<file path="config.mk">
export PLATFORM = sky130hd
export DESIGN_NAME = rc_pot_emulator
export DESIGN_NICKNAME = d
export VERILOG_FILES = /design/src/rtl/rc_pot_emulator.sv
export SDC_FILE = /design/constraint.sdc
export NUM_CORES = 1
export LEC_CHECK = 0
export BUFFER_PORTS_ARGS = -buffer_cell sky130_fd_sc_hd__buf_2
export CORE_ASPECT_RATIO = 0.8
export CORE_MARGIN = 1
export CORE_UTILIZATION = 55
export DETAILED_ROUTE_END_ITERATION = 8
export GPL_ROUTABILITY_DRIVEN = 1
export PLACE_DENSITY = 0.77
export REMOVE_ABC_BUFFERS = 1
export SYNTH_ARGS = -nofsm -noshare
export SYNTH_HDL_FRONTEND = slang
export SYNTH_SLANG_ARGS = --single-unit
</file>
<file path="constraint.sdc">
create_clock -name clki -period 2.8 [get_ports clki]
set_clock_uncertainty 0.05 [all_clocks]
set_input_delay 0 -clock clki [delete_from_list [all_inputs] [get_ports clki]]
set_output_delay 0 -clock clki [all_outputs]
set_load 0.1 [all_outputs]
</file>
<file path="src/rtl/rc_pot_emulator.sv">
// Emulates the pot/cap side of a single-pin RC-discharge reader:
// after the reader's charge phase, holds the pad high for target ticks.
module rc_pot_emulator #(
  parameter longint unsigned CHARGE_TICKS = 240000,
  parameter int              TW           = 24,
  parameter int              CW           = 16
) (
  input  logic          clki,
  input  logic          rst,
  input  logic          line_in,
  output logic          line_drive,
  input  logic [TW-1:0] target,
  output logic          busy,
  output logic          done,
  output logic [CW-1:0] cycle_count
);

  if (CHARGE_TICKS < 1 || CHARGE_TICKS > 64'hFFFF_FFFF) begin : g_bad_ticks
    $error("CHARGE_TICKS must be in [1, 2^32-1]");
  end

  localparam logic [31:0] CT_LAST = 32'(CHARGE_TICKS - 1);

  typedef enum logic [1:0] {
    IDLE,
    CHARGE,
    HOLD,
    DISCHARGED
  } state_t;

  state_t        state_q, state_d;
  logic          sync1_q, sync1_d;
  logic          sync2_q, sync2_d;
  logic [31:0]   charge_cnt_q, charge_cnt_d;
  logic [TW-1:0] hold_cnt_q, hold_cnt_d;
  logic [TW-1:0] target_q, target_d;
  logic          drive_q, drive_d;
  logic          busy_q, busy_d;
  logic          done_q, done_d;
  logic [CW-1:0] count_q, count_d;
  logic          line_s;
  logic          rel;

  assign line_s = sync2_q;

  always_comb begin
    state_d      = state_q;
    sync1_d      = line_in;
    sync2_d      = sync1_q;
    charge_cnt_d = charge_cnt_q;
    hold_cnt_d   = hold_cnt_q;
    target_d     = target_q;
    drive_d      = drive_q;
    busy_d       = busy_q;
    done_d       = 1'b0;
    count_d      = count_q;
    rel          = 1'b0;
    case (state_q)
      IDLE: begin
        if (line_s) begin
          state_d      = CHARGE;
          charge_cnt_d = '0;
          target_d     = target;
          drive_d      = 1'b1;
          busy_d       = 1'b1;
        end
      end
      CHARGE: begin
        // line_s is masked by our own drive here, so it is not consulted
        charge_cnt_d = charge_cnt_q + 32'd1;
        if (charge_cnt_q == CT_LAST) begin
          if (target_q == '0) begin
            rel = 1'b1;
          end else begin
            state_d    = HOLD;
            hold_cnt_d = '0;
          end
        end
      end
      HOLD: begin
        hold_cnt_d = hold_cnt_q + TW'(1);
        if (hold_cnt_q == target_q - TW'(1)) begin
          rel = 1'b1;
        end
      end
      DISCHARGED: begin
        if (!line_s) begin
          state_d = IDLE;
          busy_d  = 1'b0;
        end
      end
      default: begin
        state_d = IDLE;
        drive_d = 1'b0;
        busy_d  = 1'b0;
      end
    endcase
    if (rel) begin
      state_d = DISCHARGED;
      drive_d = 1'b0;
      done_d  = 1'b1;
      count_d = count_q + CW'(1);
    end
  end

  always_ff @(posedge clki or posedge rst) begin
    if (rst) begin
      state_q      <= IDLE;
      sync1_q      <= 1'b0;
      sync2_q      <= 1'b0;
      charge_cnt_q <= '0;
      hold_cnt_q   <= '0;
      target_q     <= '0;
      drive_q      <= 1'b0;
      busy_q       <= 1'b0;
      done_q       <= 1'b0;
      count_q      <= '0;
    end else begin
      state_q      <= state_d;
      sync1_q      <= sync1_d;
      sync2_q      <= sync2_d;
      charge_cnt_q <= charge_cnt_d;
      hold_cnt_q   <= hold_cnt_d;
      target_q     <= target_d;
      drive_q      <= drive_d;
      busy_q       <= busy_d;
      done_q       <= done_d;
      count_q      <= count_d;
    end
  end

  assign line_drive  = drive_q;
  assign busy        = busy_q;
  assign done        = done_q;
  assign cycle_count = count_q;

endmodule

</file>
==> run_results.csv, run 1 <==
group,metric,value,unit
power_and_ir_drop,switching_power,2.15,mW
power_and_ir_drop,p_clk_share,21.5,%
timing,setup_ws,-233,ps
synthesis,ys_seq_area_share,43.7,%
timing,whs,250,ps
clock_network,clock_latency,350,ps
clock_network,clockRootBuffer,"clkbuf_16",
worst_setup_path,max_stage_delay,570,ps
power_and_ir_drop,power_density,734,nW/um^2
worst_setup_path,cp_max_fo,4,
detailed_routing,dr.pass1.iters,8,
worst_setup_path,r2r_end,"cycle_count[4]$_DFFE_PP0P_",
cells_and_area,n_antenna_cell,0,
floorplanning,start_util,57.2,%
worst_setup_path,required,3010,ps
clock_network,cts.clk_slew.worst_paths,80,ps
synthesis,synth_cell_type_count,55,
detailed_routing,wl,15.4,mm
cells_and_area,areaGrowthSynthToFinish,31.3,%
timing,slew_headroom,56.2,%
timing,fmax,0.330,GHz
synthesis,yosysTopAreaCell,"dfrtp_1",
floorplanning,io_pins,46,
status,violations,"negative setup slack",
power_and_ir_drop,combPwrFrac,43.9,%
timing,rsz0062_at_grt,"yes",
global_routing,grt_pass1_wl,25.0,mm
floorplanning,dieWidth,118,um
detailed_routing,wl_per_cell,17.0,um
clock_network,numCtsBuffers,9,
cells_and_area,drive_gt1_share,29.7,%
timing,setup_viol_count_final,17,
detailed_routing,drc,0,
worst_setup_path,rr_worst_depth,9,
worst_setup_path,path_cells,"nor4_4 -> nand3_4 -> or4_4 -> a2111oi_4 -> nand3b_1 -> nor4b_4 -> a32oi_4 -> nor2_1 -> xor2_1",
power_and_ir_drop,p_total,5.69,mW
power_and_ir_drop,p_sw_share,37.7,%
synthesis,synth_flop_cell,"dfrtp_1",
cells_and_area,nFillCells,701,
detailed_routing,viasPerCell,5.91,
placed_design,gp_congestion,0.883,
clock_network,numClockSinks,103,
worst_setup_path,crit_start,"target_q[0]$_DFFE_PP0P_",
detailed_routing,first_iter_violations,377,
synthesis,synth_top_area_share,43.7,%
worst_setup_path,critPathKind,"reg -> reg",
synthesis,yosysWarnings,0,
clock_network,cts_max_level,3,
global_routing,track_usage,28.2,%
hold_path,min_path_type,"in -> async",
power_and_ir_drop,leakagePower,3.46,nW
worst_setup_path,worstSetupEndpointType,"register",
timing,fin_crit,3030,ps
global_routing,grt_antenna_before_repair,0,
timing,hold_viol,0,
synthesis,avgSynthCellArea,9.61,sq um
synthesis,async_flop_share,100,%
synthesis,synthTopCellsByArea,"dfrtp_1 44%, xor2_1 6.7%, xnor2_1 6.2%",
worst_setup_path,startpoint_type,"register",
synthesis,synth-edff-count,0,
global_routing,grt_pass1_vias,5288,
clock_network,tritoncts,"done",
global_routing,grt-ovfl-total,0,
detailed_routing,antenna_left,0,
timing,finalCritPeriodShare,108,%
power_and_ir_drop,irDropWorstVdd,0.000536,V
detailed_routing,vias,5362,
placed_design,place_hpwl,10.5,mm
run,drv_cap,0,
worst_setup_path,critPathTopFamily,"simple AND/OR/NAND/NOR gates",
clock_network,max-clock-path-buffers,2,
worst_setup_path,timing.critical_path.buf_inv,0,
power_and_ir_drop,p_int,3.54,mW
worst_setup_path,arrival,3240,ps
synthesis,ys_seq_elements,103,
worst_setup_path,worst_path_max_delay_cell,"or4_4",
floorplanning,rows,33,
synthesis,synth.most_common_cell,"dfrtp_1",
worst_setup_path,r2r-start,"target_q[0]$_DFFE_PP0P_",
worst_setup_path,reg2reg_slack,-230,ps
cells_and_area,nets,798,
floorplanning,die_area,11200,sq um
synthesis,synthCells,614,
placed_design,io_buffers,45,
power_and_ir_drop,p_seq_share,34.6,%
floorplanning,core,10300,sq um
timing,worst_pin_slew,658,ps
global_routing,grt_max_degree,54,
synthesis,syn_area,5900,sq um
status,status,"complete, but fails checks",
floorplanning,die_h,94.7,um
synthesis,synth_commonest_cells,"103 x dfrtp_1, 83 x nor2_1, 45 x xor2_1, 42 x xnor2_1, 34 x nand2_1",
timing,maxSlewViolCount,0,
-- cell usage in the layout, fill, tap and decap left out, types with 4 or more instances in the layout --
master and count:
nand4_1 32, nor4_1 6, dfrtp_1 99, a21oi_1 12, nand3_1 29, or3_1 10
and3_1 14, a31oi_1 5, inv_1 17, buf_12 4, nor4b_1 9, o21ai_0 16
xnor2_1 39, dfrtp_2 4, ha_1 7, mux2i_1 4, nor3_1 15, nor3_2 7
buf_4 78, mux2_2 25, nand3b_1 4, and2_1 5, xor2_1 45, buf_2 45
clkbuf_16 10, nand2_1 30, nor2_1 81, dlygate4sd3_1 26
-- per-layer routing --
layer	vias up	GRT usage [%]	share of wire [%]
met5	-	0	0
met4	0	9.19	2.0
met3	40	5.68	5.3
met2	190	46.9	48
met1	2637	37.3	45
li1	2495	-	-
-- logic make-up (layout without fill, tap and decap cells) --
kind of cell,count (synthesis),count (layout),synth area share (%)
buffers and inverters,40,194,2.59
and+or+nand+nor,283,283,25.9
AOI/OAI and AO/OA,63,63,7.61
DFF,103,103,43.7
xor gates and xnor gates,87,87,12.9
adders and majority gates,8,8,1.70
muxes,30,30,5.64
-- worst max-delay path by stage --
stage | slack (ps) | cells past startpoint | to
after global routing | -380 | 16 | cycle_count[8]$_DFFE_PP0P_
after floorplan | -180 | 11 | cycle_count[5]$_DFFE_PP0P_
after detailed placement | -360 | 9 | cycle_count[1]$_DFFE_PP0P_
final | -230 | 9 | cycle_count[4]$_DFFE_PP0P_
after global placement | -180 | 9 | cycle_count[1]$_DFFE_PP0P_
after CTS | -170 | 9 | cycle_count[5]$_DFFE_PP0P_
-- through the flow --
| stage | area, sq um | util (%) | worst slack (ps) | TNS (ps) | instances |
|---|---|---|---|---|---|
| after floorplan | 5830 | - | -176 | -1810 | 595 |
| after global placement | 6800 | 65.9 | -180 | -1590 | 852 |
| after detailed placement | 6800 | 65.9 | -365 | -5020 | 852 |
| after CTS | 7510 | 72.7 | -168 | -506 | 902 |
| after global routing | 7750 | 75.1 | -381 | -6070 | 908 |
| final | 7750 | 75.1 | -233 | -2880 | 908 |
-- worst min-delay path, cell delays in order --
cell and delay [ps]:
dlygate4sd3_1 530, buf_2 130, inv_4 480
-- state kept, by name (all words and copies together) (netlist names), 2 cells and up --
register and count:
charge_cnt_q 32, cycle_count 16, hold_cnt_q 24, state_q 2, target_q 24
-- power by group through the flow --
stage	logic (mW)	registers, mW	clock network, mW
3_5_place_dp	2.20	1.98	0
4_1_cts	2.35	1.96	1.24
3_3_place_gp	2.12	1.96	0
5_1_grt	2.69	2.01	1.29
2_1_floorplan	1.20	2.04	0
6_report	2.50	1.97	1.22
-- what timing repair did --
item / 4_1_cts / 5_1_grt
pin swaps: 16 / 19
resized for setup: 18 / 39
hold endpoints to repair: 77 / 0
cloned: 0 / 1
hold buffers: 26 / 0
endpoints found under the setup margin: 29 / 46
buffers inserted: 8 / 5
-- layout make-up --
cell class / count / area, sq um / share of cell area, %
clock buffers: 10 / 239 / 3.08
clock inverters: 6 / 51.3 / 0.662
inverters: 21 / 81.3 / 1.05
multi-input cells: 471 / 3410 / 44.0
flip-flops and latches: 103 / 2580 / 33.3
well taps: 140 / 175 / 2.26
repair buffers: 157 / 1210 / 15.6
Note: power is estimated with default switching activity, not from simulation.
==> run 2, diff against run 1 <==
Settings changed: CTS_CLUSTER_DIAMETER set to 60, SKIP_CTS_REPAIR_TIMING set to 1.
==> run 2 against run 1 <==
The run still ends with negative setup slack left. Sequential cell count is the same. Sequential power is essentially flat. Clock-buffer cell count is the same. Critical path type unchanged. Largest cell class unchanged. Highest routed layer unchanged.
==> run_results.csv, run 2 (synthesis results as in run 1) <==
group,metric,value,unit
status,status,"complete, but fails checks",
status,violations,"negative setup slack",
detailed_routing,vias,5292,
clock_network,numCtsBuffers,9,
timing,hold_viol,0,
global_routing,grt-ovfl-total,0,
placed_design,place_area,6800,sq um
global_routing,grt_antenna_before_repair,0,
global_routing,use_met3,5.19,%
clock_network,cts_max_level,3,
worst_setup_path,crit_start,"target_q[1]$_DFFE_PP0P_",
hold_path,min_path_type,"in -> async",
timing,fin_crit,3030,ps
timing,timing.setup.tns,-2020,ps
power_and_ir_drop,irDropWorstVdd,0.000537,V
timing,maxSlewViolCount,0,
cells_and_area,areaGrowthSynthToFinish,28.8,%
power_and_ir_drop,p_seq_share,34.9,%
worst_setup_path,worstSetupEndpointType,"register",
power_and_ir_drop,p_int,3.51,mW
power_and_ir_drop,power_density,743,nW/um^2
floorplanning,start_util,57.2,%
detailed_routing,viasPerCell,5.86,
power_and_ir_drop,leakagePower,3.35,nW
floorplanning,rows,33,
worst_setup_path,rr_worst_depth,9,
timing,slew_headroom,56.5,%
cells_and_area,nets,793,
worst_setup_path,critPathKind,"reg -> reg",
clock_network,cts.clk_slew.worst_paths,70,ps
timing,fmax,0.330,GHz
power_and_ir_drop,p_total,5.65,mW
clock_network,numClockSinks,103,
timing,rsz0062_at_grt,"yes",
power_and_ir_drop,p_clk_share,21.5,%
power_and_ir_drop,switching_power,2.13,mW
floorplanning,dieWidth,118,um
worst_setup_path,required,3020,ps
clock_network,max-clock-path-buffers,2,
worst_setup_path,arrival,3250,ps
timing,whs,254,ps
cells_and_area,layout_commonest_cell,"dfrtp_1",
detailed_routing,dr.pass1.iters,5,
clock_network,clock_latency,350,ps
detailed_routing,drc,0,
placed_design,gp_congestion,0.883,
floorplanning,io_pins,46,
global_routing,top_usage_layer,"met2",
cells_and_area,fin_cells,903,
cells_and_area,largest_reg_flops,32,
floorplanning,die_h,94.7,um
detailed_routing,antenna_left,0,
timing,setup_viol_count_final,17,
detailed_routing,first_iter_violations,391,
power_and_ir_drop,p_sw_share,37.8,%
worst_setup_path,startpoint_type,"register",
clock_network,tritoncts,"done",
cells_and_area,layout_common_cells,"99 x dfrtp_1, 82 x nor2_1, 76 x buf_4, 45 x xor2_1, 45 x buf_2",
timing,finalCritPeriodShare,108,%
worst_setup_path,r2r-start,"target_q[1]$_DFFE_PP0P_",
placed_design,io_buffers,45,
global_routing,use_met1,36.5,%
cells_and_area,n_antenna_cell,0,
floorplanning,core,10300,sq um
timing,worst_pin_slew,653,ps
placed_design,place_hpwl,10.5,mm
global_routing,grt_util_met2,44.3,%
floorplanning,die_area,11200,sq um
power_and_ir_drop,combPwrFrac,43.6,%
cells_and_area,top_regs,"charge_cnt_q x32, hold_cnt_q x24, target_q x24",
clock_network,clockRootBuffer,"clkbuf_16",
global_routing,grt_pass1_vias,5049,
detailed_routing,wl_per_cell,16.7,um
timing,setup_ws,-230,ps
cells_and_area,finish.instance_area,7600,sq um
global_routing,track_usage,27.1,%
worst_setup_path,cp_max_fo,5,
global_routing,grt_pass1_wl,24.0,mm
run,drv_cap,0,
global_routing,grt_max_degree,54,
placed_design,dp.cells,852,
cells_and_area,largest_register,"charge_cnt_q",
cells_and_area,drive_gt1_share,27.7,%
detailed_routing,wl,15.0,mm
==> run 2: changes by cell type in the layout (fill, tap and decap cells not counted), moves of 2 or more <==
cell / previous run / this run
buf_4: 78 / 76
nand2_1: 30 / 34
nand2_4: 3 / 0
nand3_1: 29 / 31
nand3_4: 3 / 1
nor4_1: 6 / 8
nor4_2: 3 / 0
xnor2_1: 39 / 42
xnor2_2: 3 / 0
==> run 2: through the flow <==
step / setup slack (ps) / utilization, %
5_1_grt: -407 / 73.6
3_5_place_dp: -365 / 65.9
3_3_place_gp: -180 / 65.9
6_report: -230 / 73.6
2_1_floorplan: -176 / -
4_1_cts: -378 / 68.7
==> run 2: final cells by class <==
class	count	area, sq um
Inverter	21	81.3
Tap cell	140	175
Clock inverter	6	51.3
Timing Repair Buffer	152	1140
Multi-Input combinational cell	471	3330
Fill cell	746	2720
Sequential cell	103	2580
Clock buffer	10	239
==> run 2: path summary, 6_finish.rpt <==
path	end	slack [ps]
max in group asynchronous	target_q[18]$_DFFE_PP0P_	1720
setup reg to reg	cycle_count[5]$_DFFE_PP0P_	-230
hold / removal	hold_cnt_q[3]$_DFFE_PP0P_	250
min in group clki	sync1_q$_DFF_PP0_	260
setup / recovery	cycle_count[5]$_DFFE_PP0P_	-230
hold reg to reg	line_s$_DFF_PP0_	300
==> run 2: power groups by stage <==
stage	Combinational [mW]	Clock (mW)	Sequential, mW
2_1_floorplan	1.20	0	2.04
3_3_place_gp	2.12	0	1.96
3_5_place_dp	2.20	0	1.98
4_1_cts	2.22	1.24	1.95
5_1_grt	2.66	1.29	2.01
6_report	2.46	1.21	1.97
==> run 2: worst max-delay path, cell delays in order, from the launching register on <==
cell and delay [ps]:
dfrtp_2 460, nor4_4 400, nand3_4 110, or4_4 590, a2111oi_4 300, nand3b_1 170
nor4b_4 350, a32oi_4 120, nor3b_2 230, xor2_1 160
==> run 2: metal layers <==
metal / vias up / share of wire [%]
li1: 2486 / -
met1: 2583 / 45
met2: 188 / 48
met3: 35 / 5.3
met4: 0 / 1.9
met5: - / 0
